<file path="src/rtl/mul_pkg.sv">
// Shared constants for the memory-mapped iterative multiplier: register map,
// CTRL/STATUS bit positions and the sequencer state encoding.
package mul_pkg;

    localparam int unsigned MulWidth = 32;

    localparam logic [2:0] RegOpa   = 3'd0;
    localparam logic [2:0] RegOpb   = 3'd1;
    localparam logic [2:0] RegCtrl  = 3'd2;
    localparam logic [2:0] RegStat  = 3'd3;
    localparam logic [2:0] RegResLo = 3'd4;
    localparam logic [2:0] RegResHi = 3'd5;

    localparam int unsigned CtrlStartBit  = 0;
    localparam int unsigned CtrlSignedBit = 1;
    localparam int unsigned CtrlClearBit  = 2;

    localparam int unsigned StatBusyBit   = 0;
    localparam int unsigned StatDoneBit   = 1;
    localparam int unsigned StatSignedBit = 2;

    typedef enum logic [1:0] {
        StIdle = 2'd0,
        StRun  = 2'd1,
        StFix  = 2'd2
    } state_e;

endpackage

</file>
<file path="src/rtl/mul_shift_add_core.sv">
// Radix-2 shift-add multiplier on operand magnitudes, with a final sign fix.
// Holds the published product so it only ever changes as a whole.
module mul_shift_add_core
    import mul_pkg::*;
#(
    parameter int unsigned WIDTH = MulWidth
) (
    input  logic                 clk_i,
    input  logic                 rst_ni,
    input  logic                 start_i,
    input  logic                 signed_i,
    input  logic                 clear_done_i,
    input  logic [WIDTH-1:0]     opa_i,
    input  logic [WIDTH-1:0]     opb_i,
    output logic                 busy_o,
    output logic                 done_o,
    output logic                 sign_mode_o,
    output logic [2*WIDTH-1:0]   result_o
);

    localparam int unsigned CntW = $clog2(WIDTH + 1);

    state_e               state_q;
    logic [CntW-1:0]      cnt_q;
    logic [WIDTH-1:0]     mcand_q;
    logic [2*WIDTH-1:0]   acc_q;
    logic                 neg_q;
    logic                 sign_mode_q;
    logic                 busy_q;
    logic                 done_q;
    logic [2*WIDTH-1:0]   res_q;

    logic [WIDTH-1:0]     mag_a;
    logic [WIDTH-1:0]     mag_b;
    logic [WIDTH:0]       sum;
    logic [2*WIDTH-1:0]   acc_step;

    always_comb begin
        mag_a = (signed_i && opa_i[WIDTH-1]) ? (~opa_i + 1'b1) : opa_i;
        mag_b = (signed_i && opb_i[WIDTH-1]) ? (~opb_i + 1'b1) : opb_i;
        sum   = {1'b0, acc_q[2*WIDTH-1:WIDTH]} + {1'b0, mcand_q};
        // Carry out of the upper-half add becomes the new MSB after the shift.
        acc_step = acc_q[0] ? {sum, acc_q[WIDTH-1:1]} : {1'b0, acc_q[2*WIDTH-1:1]};
    end

    always_ff @(posedge clk_i or negedge rst_ni) begin
        if (!rst_ni) begin
            state_q     <= StIdle;
            cnt_q       <= '0;
            mcand_q     <= '0;
            acc_q       <= '0;
            neg_q       <= 1'b0;
            sign_mode_q <= 1'b0;
            busy_q      <= 1'b0;
            done_q      <= 1'b0;
            res_q       <= '0;
        end else begin
            unique case (state_q)
                StIdle: begin
                    if (start_i) begin
                        mcand_q     <= mag_a;
                        acc_q       <= {{WIDTH{1'b0}}, mag_b};
                        neg_q       <= signed_i & (opa_i[WIDTH-1] ^ opb_i[WIDTH-1]);
                        sign_mode_q <= signed_i;
                        cnt_q       <= CntW'(WIDTH);
                        busy_q      <= 1'b1;
                        done_q      <= 1'b0;
                        state_q     <= StRun;
                    end else if (clear_done_i) begin
                        done_q <= 1'b0;
                    end
                end
                StRun: begin
                    acc_q <= acc_step;
                    cnt_q <= cnt_q - 1'b1;
                    if (cnt_q == CntW'(1)) begin
                        state_q <= StFix;
                    end
                end
                StFix: begin
                    res_q   <= neg_q ? (~acc_q + 1'b1) : acc_q;
                    busy_q  <= 1'b0;
                    done_q  <= 1'b1;
                    state_q <= StIdle;
                end
                default: state_q <= StIdle;
            endcase
        end
    end

    assign busy_o      = busy_q;
    assign done_o      = done_q;
    assign sign_mode_o = sign_mode_q;
    assign result_o    = res_q;

endmodule

</file>
<file path="src/rtl/mul_periph.sv">
// Bus-facing multiplier peripheral: operand registers, CTRL decode and the
// combinational read mux in front of the shift-add core.
module mul_periph
    import mul_pkg::*;
#(
    parameter int unsigned WIDTH = MulWidth
) (
    input  logic             clk,
    input  logic             reset,
    input  logic             ce,
    input  logic             we,
    input  logic [2:0]       addr,
    input  logic [WIDTH-1:0] wdata,
    output logic [WIDTH-1:0] rdata,
    output logic             busy,
    output logic             done
);

    logic [WIDTH-1:0]   opa_q;
    logic [WIDTH-1:0]   opb_q;
    logic               wr_en;
    logic               ctrl_wr;
    logic               start;
    logic               clear_done;
    logic               sign_mode;
    logic [2*WIDTH-1:0] result;
    logic [WIDTH-1:0]   status;

    assign wr_en      = ce & we;
    assign ctrl_wr    = wr_en & (addr == RegCtrl);
    assign start      = ctrl_wr & wdata[CtrlStartBit];
    assign clear_done = ctrl_wr & wdata[CtrlClearBit];

    // Operands stay writable while busy; the core works from its own snapshot.
    always_ff @(posedge clk or negedge reset) begin
        if (!reset) begin
            opa_q <= '0;
            opb_q <= '0;
        end else if (wr_en) begin
            if (addr == RegOpa) opa_q <= wdata;
            if (addr == RegOpb) opb_q <= wdata;
        end
    end

    mul_shift_add_core #(
        .WIDTH(WIDTH)
    ) u_core (
        .clk_i       (clk),
        .rst_ni      (reset),
        .start_i     (start),
        .signed_i    (wdata[CtrlSignedBit]),
        .clear_done_i(clear_done),
        .opa_i       (opa_q),
        .opb_i       (opb_q),
        .busy_o      (busy),
        .done_o      (done),
        .sign_mode_o (sign_mode),
        .result_o    (result)
    );

    always_comb begin
        status                = '0;
        status[StatBusyBit]   = busy;
        status[StatDoneBit]   = done;
        status[StatSignedBit] = sign_mode;
    end

    always_comb begin
        rdata = '0;
        if (ce) begin
            case (addr)
                RegOpa:   rdata = opa_q;
                RegOpb:   rdata = opb_q;
                RegStat:  rdata = status;
                RegResLo: rdata = result[WIDTH-1:0];
                RegResHi: rdata = result[2*WIDTH-1:WIDTH];
                default:  rdata = '0;
            endcase
        end
    end

endmodule

</file>
<file path="config.mk">
export PLATFORM = sky130hd
export DESIGN_NAME = mul_periph
export DESIGN_NICKNAME = d
export VERILOG_FILES = /design/src/rtl/mul_pkg.sv /design/src/rtl/mul_shift_add_core.sv /design/src/rtl/mul_periph.sv
export SDC_FILE = /design/constraint.sdc
export NUM_CORES = 1
export LEC_CHECK = 0
export ABC_AREA = 0
export BUFFER_PORTS_ARGS = -buffer_cell sky130_fd_sc_hd__buf_2
export CORE_UTILIZATION = 50
export DETAILED_ROUTE_END_ITERATION = 12
export PLACE_DENSITY = 0.67
export SLEW_MARGIN = 10
export SYNTH_ARGS = -nofsm -noshare
export SYNTH_HDL_FRONTEND = slang
export SYNTH_SLANG_ARGS = --single-unit
export TNS_END_PERCENT = 100
</file>
<file path="constraint.sdc">
create_clock -name clk -period 9.35 [get_ports clk]
set_clock_uncertainty 0.15 [all_clocks]
set_input_delay 1.87 -clock clk [delete_from_list [all_inputs] [get_ports clk]]
set_output_delay 1.87 -clock clk [all_outputs]
set_load 0.01 [all_outputs]
</file>
==> impl_metrics.xml, run 1 <==
<?xml version="1.0" encoding="UTF-8"?>
<metrics>
  <group name="setup_path">
    <metric name="critPathArrivalTime" unit="ps">3640</metric>
    <metric name="crit_path_leading_delay_family" unit="">buffers and inverters</metric>
    <metric name="worst-path-max-fanout" unit="">18</metric>
    <metric name="end_kind" unit="">output pin</metric>
    <metric name="crit_type" unit="">input pin to output pin</metric>
    <metric name="worst_path_max_delay_cell" unit="">nor3_2</metric>
    <metric name="worst-endpoint-required" unit="ps">7330</metric>
    <metric name="regToRegEndpoint" unit="">u_core.result_o[58]$_DFFE_PN0P_</metric>
    <metric name="cp_num_buf_inv" unit="">3</metric>
    <metric name="worstPathCellList" unit="">buf_2 &gt; nor3_2 &gt; buf_4 &gt; a22oi_1 &gt; a21oi_1 &gt; buf_2</metric>
    <metric name="regToRegSetupSlack" unit="ps">5610</metric>
    <metric name="max_stage_delay" unit="ps">690</metric>
    <metric name="regToRegStartpoint" unit="">u_core.acc_q[0]$_DFFE_PN0P_</metric>
    <metric name="worstSetupStartpointType" unit="">input pin</metric>
    <metric name="timing.critical_path.depth" unit="">6</metric>
    <metric name="worst_path_most_repeated_cell" unit="">buf_2</metric>
    <metric name="rr_worst_depth" unit="">9</metric>
  </group>
  <group name="min_path">
    <metric name="hold_start" unit="">u_core.cnt_q[5]$_DFFE_PN0P_</metric>
    <metric name="worstHoldPathCells" unit="">1</metric>
    <metric name="hold_crit_class" unit="">flop to flop</metric>
    <metric name="hold_path_end" unit="">u_core.cnt_q[5]$_DFFE_PN0P_</metric>
  </group>
  <group name="logic_synthesis">
    <metric name="postSynthCellCount" unit="">1590</metric>
    <metric name="synth-seq-cells" unit="">236</metric>
    <metric name="synth_enable_flop_cells" unit="">0</metric>
    <metric name="synth_cell_types" unit="">64</metric>
    <metric name="ys_dominant_reg_cell" unit="">dfrtp_1</metric>
    <metric name="synth_warnings" unit="">0</metric>
    <metric name="syn-num-nets" unit="">1667</metric>
    <metric name="syn_avg_cell_area" unit="µm²">9.01</metric>
    <metric name="synth.cell_area" unit="µm²">14300</metric>
    <metric name="async_flop_share" unit="%">100</metric>
    <metric name="synth_sequential_area_ratio" unit="%">41.2</metric>
  </group>
  <group name="routing">
    <metric name="wl_met3" unit="µm">5010</metric>
    <metric name="ant_nets" unit="">0</metric>
    <metric name="avgRoutedWirePerCell" unit="µm">24.0</metric>
    <metric name="topRoutingLayerUsed" unit="">met5</metric>
    <metric name="met1Wirelength" unit="µm">21400</metric>
    <metric name="totalWireLength" unit="µm">48100</metric>
    <metric name="wl_met2" unit="µm">19900</metric>
    <metric name="vias_per_inst" unit="">6.43</metric>
    <metric name="drt_pass1_iterations" unit="">6</metric>
    <metric name="dr.first_iter.drc_count" unit="">1365</metric>
    <metric name="drc_viols" unit="">0</metric>
    <metric name="route.vias.total" unit="">12900</metric>
  </group>
  <group name="sta">
    <metric name="relSlewSlack" unit="%">24.7</metric>
    <metric name="period_minus_slack" unit="ps">5660</metric>
    <metric name="timing.setup.tns" unit="ps">0</metric>
    <metric name="final-setup-viol-count" unit="">0</metric>
    <metric name="max_slew.worst_pin.slew" unit="ps">1130</metric>
    <metric name="rsz0062_at_grt" unit="">no</metric>
    <metric name="slew_violations" unit="">0</metric>
    <metric name="finalHoldViolations" unit="">0</metric>
    <metric name="max_freq" unit="MHz">177</metric>
    <metric name="post-route-period-util" unit="%">60.6</metric>
  </group>
  <group name="floorplanning">
    <metric name="design.core.area" unit="µm²">28000</metric>
    <metric name="die_ar" unit="µm²">29300</metric>
    <metric name="dieHeight" unit="µm">171</metric>
    <metric name="chipWidth" unit="µm">171</metric>
    <metric name="core.rowCount" unit="">61</metric>
    <metric name="start_util" unit="%">51.2</metric>
    <metric name="pin_count" unit="">73</metric>
  </group>
  <group name="grt">
    <metric name="grt_max_degree" unit="">141</metric>
    <metric name="overflow" unit="">0</metric>
    <metric name="antenna_violations_before_repair" unit="">1</metric>
    <metric name="number_of_global_route_vias_before_repair" unit="">11800</metric>
    <metric name="global_route_wire_length_before_repair" unit="µm">72400</metric>
    <metric name="grt.total_usage" unit="%">33.1</metric>
  </group>
  <group name="clock_network">
    <metric name="worstSkewPairLatency" unit="ps">550</metric>
    <metric name="cell_chosen_for_the_clock_root" unit="">clkbuf_16</metric>
    <metric name="cts_repair_resize_count" unit="">0</metric>
    <metric name="cts.repair_timing.setup_buffer_count" unit="">0</metric>
    <metric name="numCtsBuffers" unit="">28</metric>
    <metric name="clockBufferDepth" unit="">3</metric>
    <metric name="post_cts_hold_fix_bufs" unit="">0</metric>
    <metric name="clkSlewWorstSetupHoldPaths" unit="ps">60</metric>
    <metric name="tritoncts_clock_tree" unit="">built</metric>
    <metric name="cts_htree_levels" unit="">1</metric>
    <metric name="cts_num_sinks" unit="">236</metric>
  </group>
  <group name="cells_and_area">
    <metric name="area_taken_by_flip_flops_and_latches" unit="µm²">5910</metric>
    <metric name="post_route_cells_drive_above_1_share" unit="%">13.9</metric>
    <metric name="antenna_cells_inserted" unit="">0</metric>
    <metric name="layout-area-overhead-vs-synth" unit="%">10.8</metric>
    <metric name="filler_cell_count" unit="">2525</metric>
    <metric name="nNetsFinal" unit="">1679</metric>
    <metric name="total_area_of_multi_input_combinational_cells" unit="µm²">7940</metric>
  </group>
  <group name="power_and_ir_drop">
    <metric name="power_density" unit="nW/µm²">270</metric>
    <metric name="switching_power" unit="mW">1.76</metric>
    <metric name="power.static_leakage" unit="nW">6.97</metric>
    <metric name="comb_power_share" unit="%">33.1</metric>
    <metric name="ir_worst_vdd" unit="mV">0.174</metric>
    <metric name="seqPwrFrac" unit="%">41.1</metric>
    <metric name="total_power" unit="mW">4.29</metric>
    <metric name="pwr-share-clk" unit="%">25.8</metric>
    <metric name="switching_share" unit="%">41.1</metric>
    <metric name="intPower" unit="mW">2.53</metric>
  </group>
  <group name="place">
    <metric name="hpwl" unit="µm">34500</metric>
    <metric name="buffer_ports.inserted" unit="">72</metric>
    <metric name="gpl.final_weighted_congestion" unit="">0.961</metric>
  </group>
  <group name="status">
    <metric name="outcome" unit="">finished clean</metric>
  </group>
  <group name="flow_run">
    <metric name="max_cap_violations" unit="">0</metric>
  </group>
</metrics>
-- cell usage in the layout (no fill, tap or decap), drive strengths merged, types with 4 or more instances in the layout --
cell,n
nand3,31
nand4,10
a21oi,98
nor4,12
a221o,5
xnor2,42
clkbuf,43
inv,30
nor2,78
or4,12
buf,89
a22oi,104
o41ai,12
ha,37
o21a,6
nor3,25
clkinv,5
and2,9
and3,11
dfrtp,236
mux2,63
o21ai,207
or2,8
o22a,4
o31ai,40
or3,20
a21o,10
o211ai,10
nand2,188
nand3b,4
a31oi,10
nor2b,5
xor2,97
nand2b,10
mux2i,11
-- cell usage after synthesis (all sizes together), types with 5 or more instances --
master    n  area [µm²]
dfrtp   236        5910
o21ai   207        1040
nand2   188         706
a22oi   104         781
clkbuf  100         375
a21oi    98         490
xor2     97         850
nor2     78         293
mux2     63         709
xnor2    42         368
o31ai    40         319
ha       37         463
nand3    31         155
inv      29         109
nor3     25         125
or3      20         135
nor4     12        87.6
o41ai    12         105
or4      12        97.6
and3     11        68.8
mux2i    11         110
a21o     10        75.1
a31oi    10        62.6
nand2b   10        62.6
nand4    10        62.6
o211ai   10        75.1
and2      9        56.3
or2       8        50.1
buf       7        41.3
o21a      6        45.0
a221o     5        50.1
nor2b     5        31.3
-- per-layer routing --
layer / vias up / GRT usage [%]
met5: - / 0
met4: 2 / 12.5
met3: 96 / 8.26
met2: 649 / 46.3
met1: 6309 / 48.7
li1: 5817 / -
-- through the flow --
stage          utilization (%)  setup slack [ps]  std cells  instance area [µm²]  hold WS, ps
6_report                  56.7              3690       2001                15900          328
5_1_grt                   56.7              3600       2001                15900          362
2_1_floorplan                -              3970       1590                14300          287
4_1_cts                   56.7              3740       2001                15900          327
3_3_place_gp              53.3              3790       1950                14900          303
3_5_place_dp              53.3              3740       1950                14900          312
-- worst max-delay path by stage --
stage | from | end | slack [ps]
floorplan | addr[0] | rdata[21] | 3970
global placement | addr[2] | rdata[29] | 3790
detailed placement | addr[2] | rdata[26] | 3740
CTS | addr[2] | rdata[26] | 3740
global route | addr[2] | rdata[28] | 3600
finish | addr[2] | rdata[26] | 3690
-- power groups by stage --
stage	clock network [mW]	logic (mW)	registers, mW
floorplan	0	1.05	1.56
global placement	0	1.36	1.76
detailed placement	0	1.39	1.76
CTS	1.12	1.40	1.74
global route	1.15	1.56	1.79
finish	1.11	1.42	1.77
-- cell families after synthesis --
kind of cell | share of synthesized area, %
AO/OA/AOI/OAI | 23.4
AND/OR/NAND/NOR | 14.2
flip-flops | 41.2
XOR/XNOR | 8.50
buffers and inverters | 3.67
multiplexers | 5.72
adder cells (fa/ha/maj) | 3.37
-- flip-flops by register name, summed over array words and instances (netlist names) --
name,flops
u_core.neg_q,1
u_core.done_o,1
u_core.state_q,2
u_core.busy_o,1
opb_q,32
u_core.result_o,64
opa_q,32
u_core.acc_q,64
u_core.sign_mode_o,1
u_core.cnt_q,6
u_core.mcand_q,32
-- worst reg2reg max path, delay by kind of cell (launching register included) --
kind | cells | cell delay (ps)
compound gates | 2 | 580
xor+xnor | 1 | 240
fa+ha+maj | 1 | 280
buf+inv | 2 | 500
flops | 1 | 380
simple gates | 3 | 1490
-- area by class of cell --
type	instances	share of cell area (%)
multi-input cells	1218	50.0
clock buffers	43	5.40
well taps	378	2.98
clock inverters	8	0.520
inverters	29	0.686
flip-flops and latches	236	37.2
repair buffers	89	3.22
(Power assumes the default switching activity.)
==> inputs of run 2 (changes only) <==
Clock period 9.35 ns to 5.3 ns, I/O delays scaled along.
==> run 2 against run 1 <==
Effect of this change:
- setup slack worse by 2400 ps
- critical path depth up 1
- power up 77%
- critical path type unchanged
- largest cell class unchanged
- highest routed layer unchanged
==> impl_metrics.xml, run 2 (same netlist as run 1, synthesis figures left out) <==
<?xml version="1.0" encoding="UTF-8"?>
<metrics>
  <group name="status">
    <metric name="outcome" unit="">finished clean</metric>
  </group>
  <group name="setup_path">
    <metric name="worstSetupStartpointType" unit="">input pin</metric>
    <metric name="regToRegStartpoint" unit="">u_core.acc_q[8]$_DFFE_PN0P_</metric>
    <metric name="regToRegEndpoint" unit="">u_core.result_o[58]$_DFFE_PN0P_</metric>
    <metric name="critPathArrivalTime" unit="ps">2760</metric>
    <metric name="worst-endpoint-required" unit="ps">4090</metric>
    <metric name="worst-path-max-fanout" unit="">22</metric>
    <metric name="rr_worst_depth" unit="">7</metric>
    <metric name="end_kind" unit="">output pin</metric>
    <metric name="regToRegSetupSlack" unit="ps">1570</metric>
    <metric name="crit_type" unit="">input pin to output pin</metric>
  </group>
  <group name="clock_network">
    <metric name="cts_num_sinks" unit="">236</metric>
    <metric name="tritoncts_clock_tree" unit="">built</metric>
    <metric name="post_cts_hold_fix_bufs" unit="">0</metric>
    <metric name="clkSlewWorstSetupHoldPaths" unit="ps">60</metric>
    <metric name="cts_htree_levels" unit="">1</metric>
    <metric name="cell_chosen_for_the_clock_root" unit="">clkbuf_16</metric>
    <metric name="cts_repair_resize_count" unit="">0</metric>
    <metric name="worstSkewPairLatency" unit="ps">560</metric>
    <metric name="cts.repair_timing.setup_buffer_count" unit="">0</metric>
    <metric name="numCtsBuffers" unit="">28</metric>
    <metric name="clockBufferDepth" unit="">3</metric>
  </group>
  <group name="min_path">
    <metric name="hold_start" unit="">u_core.cnt_q[5]$_DFFE_PN0P_</metric>
    <metric name="worstHoldPathCells" unit="">1</metric>
    <metric name="hold_crit_class" unit="">flop to flop</metric>
    <metric name="hold_path_end" unit="">u_core.cnt_q[5]$_DFFE_PN0P_</metric>
  </group>
  <group name="cells_and_area">
    <metric name="layout.cells.most_common" unit="">dfrtp_1</metric>
    <metric name="instances_no_fill" unit="">2007</metric>
    <metric name="antenna_cells_inserted" unit="">0</metric>
    <metric name="layout-area-overhead-vs-synth" unit="%">11.3</metric>
    <metric name="most-common-layout-cells" unit="">235 x dfrtp_1, 196 x o21ai_0, 186 x nand2_1</metric>
    <metric name="filler_cell_count" unit="">2472</metric>
    <metric name="nNetsFinal" unit="">1685</metric>
    <metric name="post_route_cells_drive_above_1_share" unit="%">13.9</metric>
  </group>
  <group name="routing">
    <metric name="route.vias.total" unit="">12800</metric>
    <metric name="avgRoutedWirePerCell" unit="µm">23.7</metric>
    <metric name="ant_nets" unit="">0</metric>
    <metric name="drc_viols" unit="">0</metric>
    <metric name="drt_pass1_iterations" unit="">6</metric>
    <metric name="totalWireLength" unit="µm">47600</metric>
    <metric name="dr.first_iter.drc_count" unit="">1736</metric>
    <metric name="vias_per_inst" unit="">6.38</metric>
  </group>
  <group name="sta">
    <metric name="max_freq" unit="MHz">252</metric>
    <metric name="max_slew.worst_pin.slew" unit="ps">1120</metric>
    <metric name="relSlewSlack" unit="%">25.3</metric>
    <metric name="period_minus_slack" unit="ps">3970</metric>
    <metric name="final-setup-viol-count" unit="">0</metric>
    <metric name="slew_violations" unit="">0</metric>
    <metric name="worst_slack" unit="ps">1330</metric>
    <metric name="timing.setup.tns" unit="ps">0</metric>
    <metric name="rsz0062_at_grt" unit="">no</metric>
    <metric name="post-route-period-util" unit="%">74.8</metric>
    <metric name="finalHoldViolations" unit="">0</metric>
  </group>
  <group name="grt">
    <metric name="antenna_violations_before_repair" unit="">1</metric>
    <metric name="global_route_wire_length_before_repair" unit="µm">72200</metric>
    <metric name="grt.total_usage" unit="%">33.1</metric>
    <metric name="overflow" unit="">0</metric>
    <metric name="number_of_global_route_vias_before_repair" unit="">11900</metric>
    <metric name="grt_max_degree" unit="">105</metric>
  </group>
  <group name="place">
    <metric name="dp.cells" unit="">1956</metric>
    <metric name="buffer_ports.inserted" unit="">72</metric>
    <metric name="hpwl" unit="µm">34500</metric>
    <metric name="dp_slack" unit="ps">1400</metric>
    <metric name="gpl.final_weighted_congestion" unit="">0.982</metric>
  </group>
  <group name="power_and_ir_drop">
    <metric name="power_density" unit="nW/µm²">477</metric>
    <metric name="comb_power_share" unit="%">33.1</metric>
    <metric name="seqPwrFrac" unit="%">40.8</metric>
    <metric name="total_power" unit="mW">7.60</metric>
    <metric name="switching_power" unit="mW">3.07</metric>
    <metric name="intPower" unit="mW">4.53</metric>
    <metric name="power.static_leakage" unit="nW">7.00</metric>
    <metric name="pwr-share-clk" unit="%">26.1</metric>
    <metric name="switching_share" unit="%">40.4</metric>
    <metric name="ir_worst_vdd" unit="mV">0.326</metric>
  </group>
  <group name="flow_run">
    <metric name="max_cap_violations" unit="">0</metric>
  </group>
  <group name="floorplanning">
    <metric name="design.core.area" unit="µm²">28000</metric>
    <metric name="pin_count" unit="">73</metric>
    <metric name="die_ar" unit="µm²">29300</metric>
    <metric name="start_util" unit="%">51.2</metric>
    <metric name="core.rowCount" unit="">61</metric>
    <metric name="dieHeight" unit="µm">171</metric>
    <metric name="chipWidth" unit="µm">171</metric>
  </group>
</metrics>
[run 2: area by class of cell]
class / instances / area (µm²) / area share (%)
Timing Repair Buffer: 95 / 568 / 3.56
Clock buffer: 45 / 835 / 5.23
Inverter: 29 / 109 / 0.683
Multi-Input combinational cell: 1218 / 7940 / 49.8
Clock inverter: 6 / 116 / 0.730
Sequential cell: 236 / 5910 / 37.0
Tap cell: 378 / 473 / 2.97
[run 2: power by group through the flow]
stage	registers (mW)	clock network [mW]	logic (mW)
after floorplan	2.75	0	1.86
after global placement	3.08	0	2.42
after detailed placement	3.08	0	2.46
after CTS	3.06	2.01	2.48
after global routing	3.14	2.08	2.78
final	3.10	1.98	2.52
[run 2: stage by stage]
| step | cell area, µm² | hold slack [ps] | util (%) |
|---|---|---|---|
| 6_report | 15900 | 315 | 56.9 |
| 2_1_floorplan | 14300 | 287 | - |
| 5_1_grt | 15900 | 347 | 56.9 |
| 3_5_place_dp | 15000 | 311 | 53.5 |
| 3_3_place_gp | 15000 | 306 | 53.5 |
| 4_1_cts | 15900 | 318 | 56.9 |
[run 2: worst max-delay path by stage]
stage,from,endpoint,cells past startpoint
4_1_cts,addr[0],rdata[20],7
2_1_floorplan,addr[0],rdata[21],6
3_5_place_dp,addr[0],rdata[20],7
6_report,addr[0],rdata[20],7
3_3_place_gp,addr[0],rdata[31],7
5_1_grt,addr[0],rdata[4],7
[run 2: critical path, stage by stage]
cell and delay (ps):
buf_2 170, nor2_1 210, and2_1 400, buf_4 390
a22oi_1 140, a21oi_1 200, buf_2 160
[run 2: metal layers]
layer	share of wire, %	track usage, %	vias up
li1	-	-	5830
met1	44	48.8	6201
met5	0.036	0	-
met4	3.8	11.5	2
met2	42	46.9	681
met3	11	8.08	98
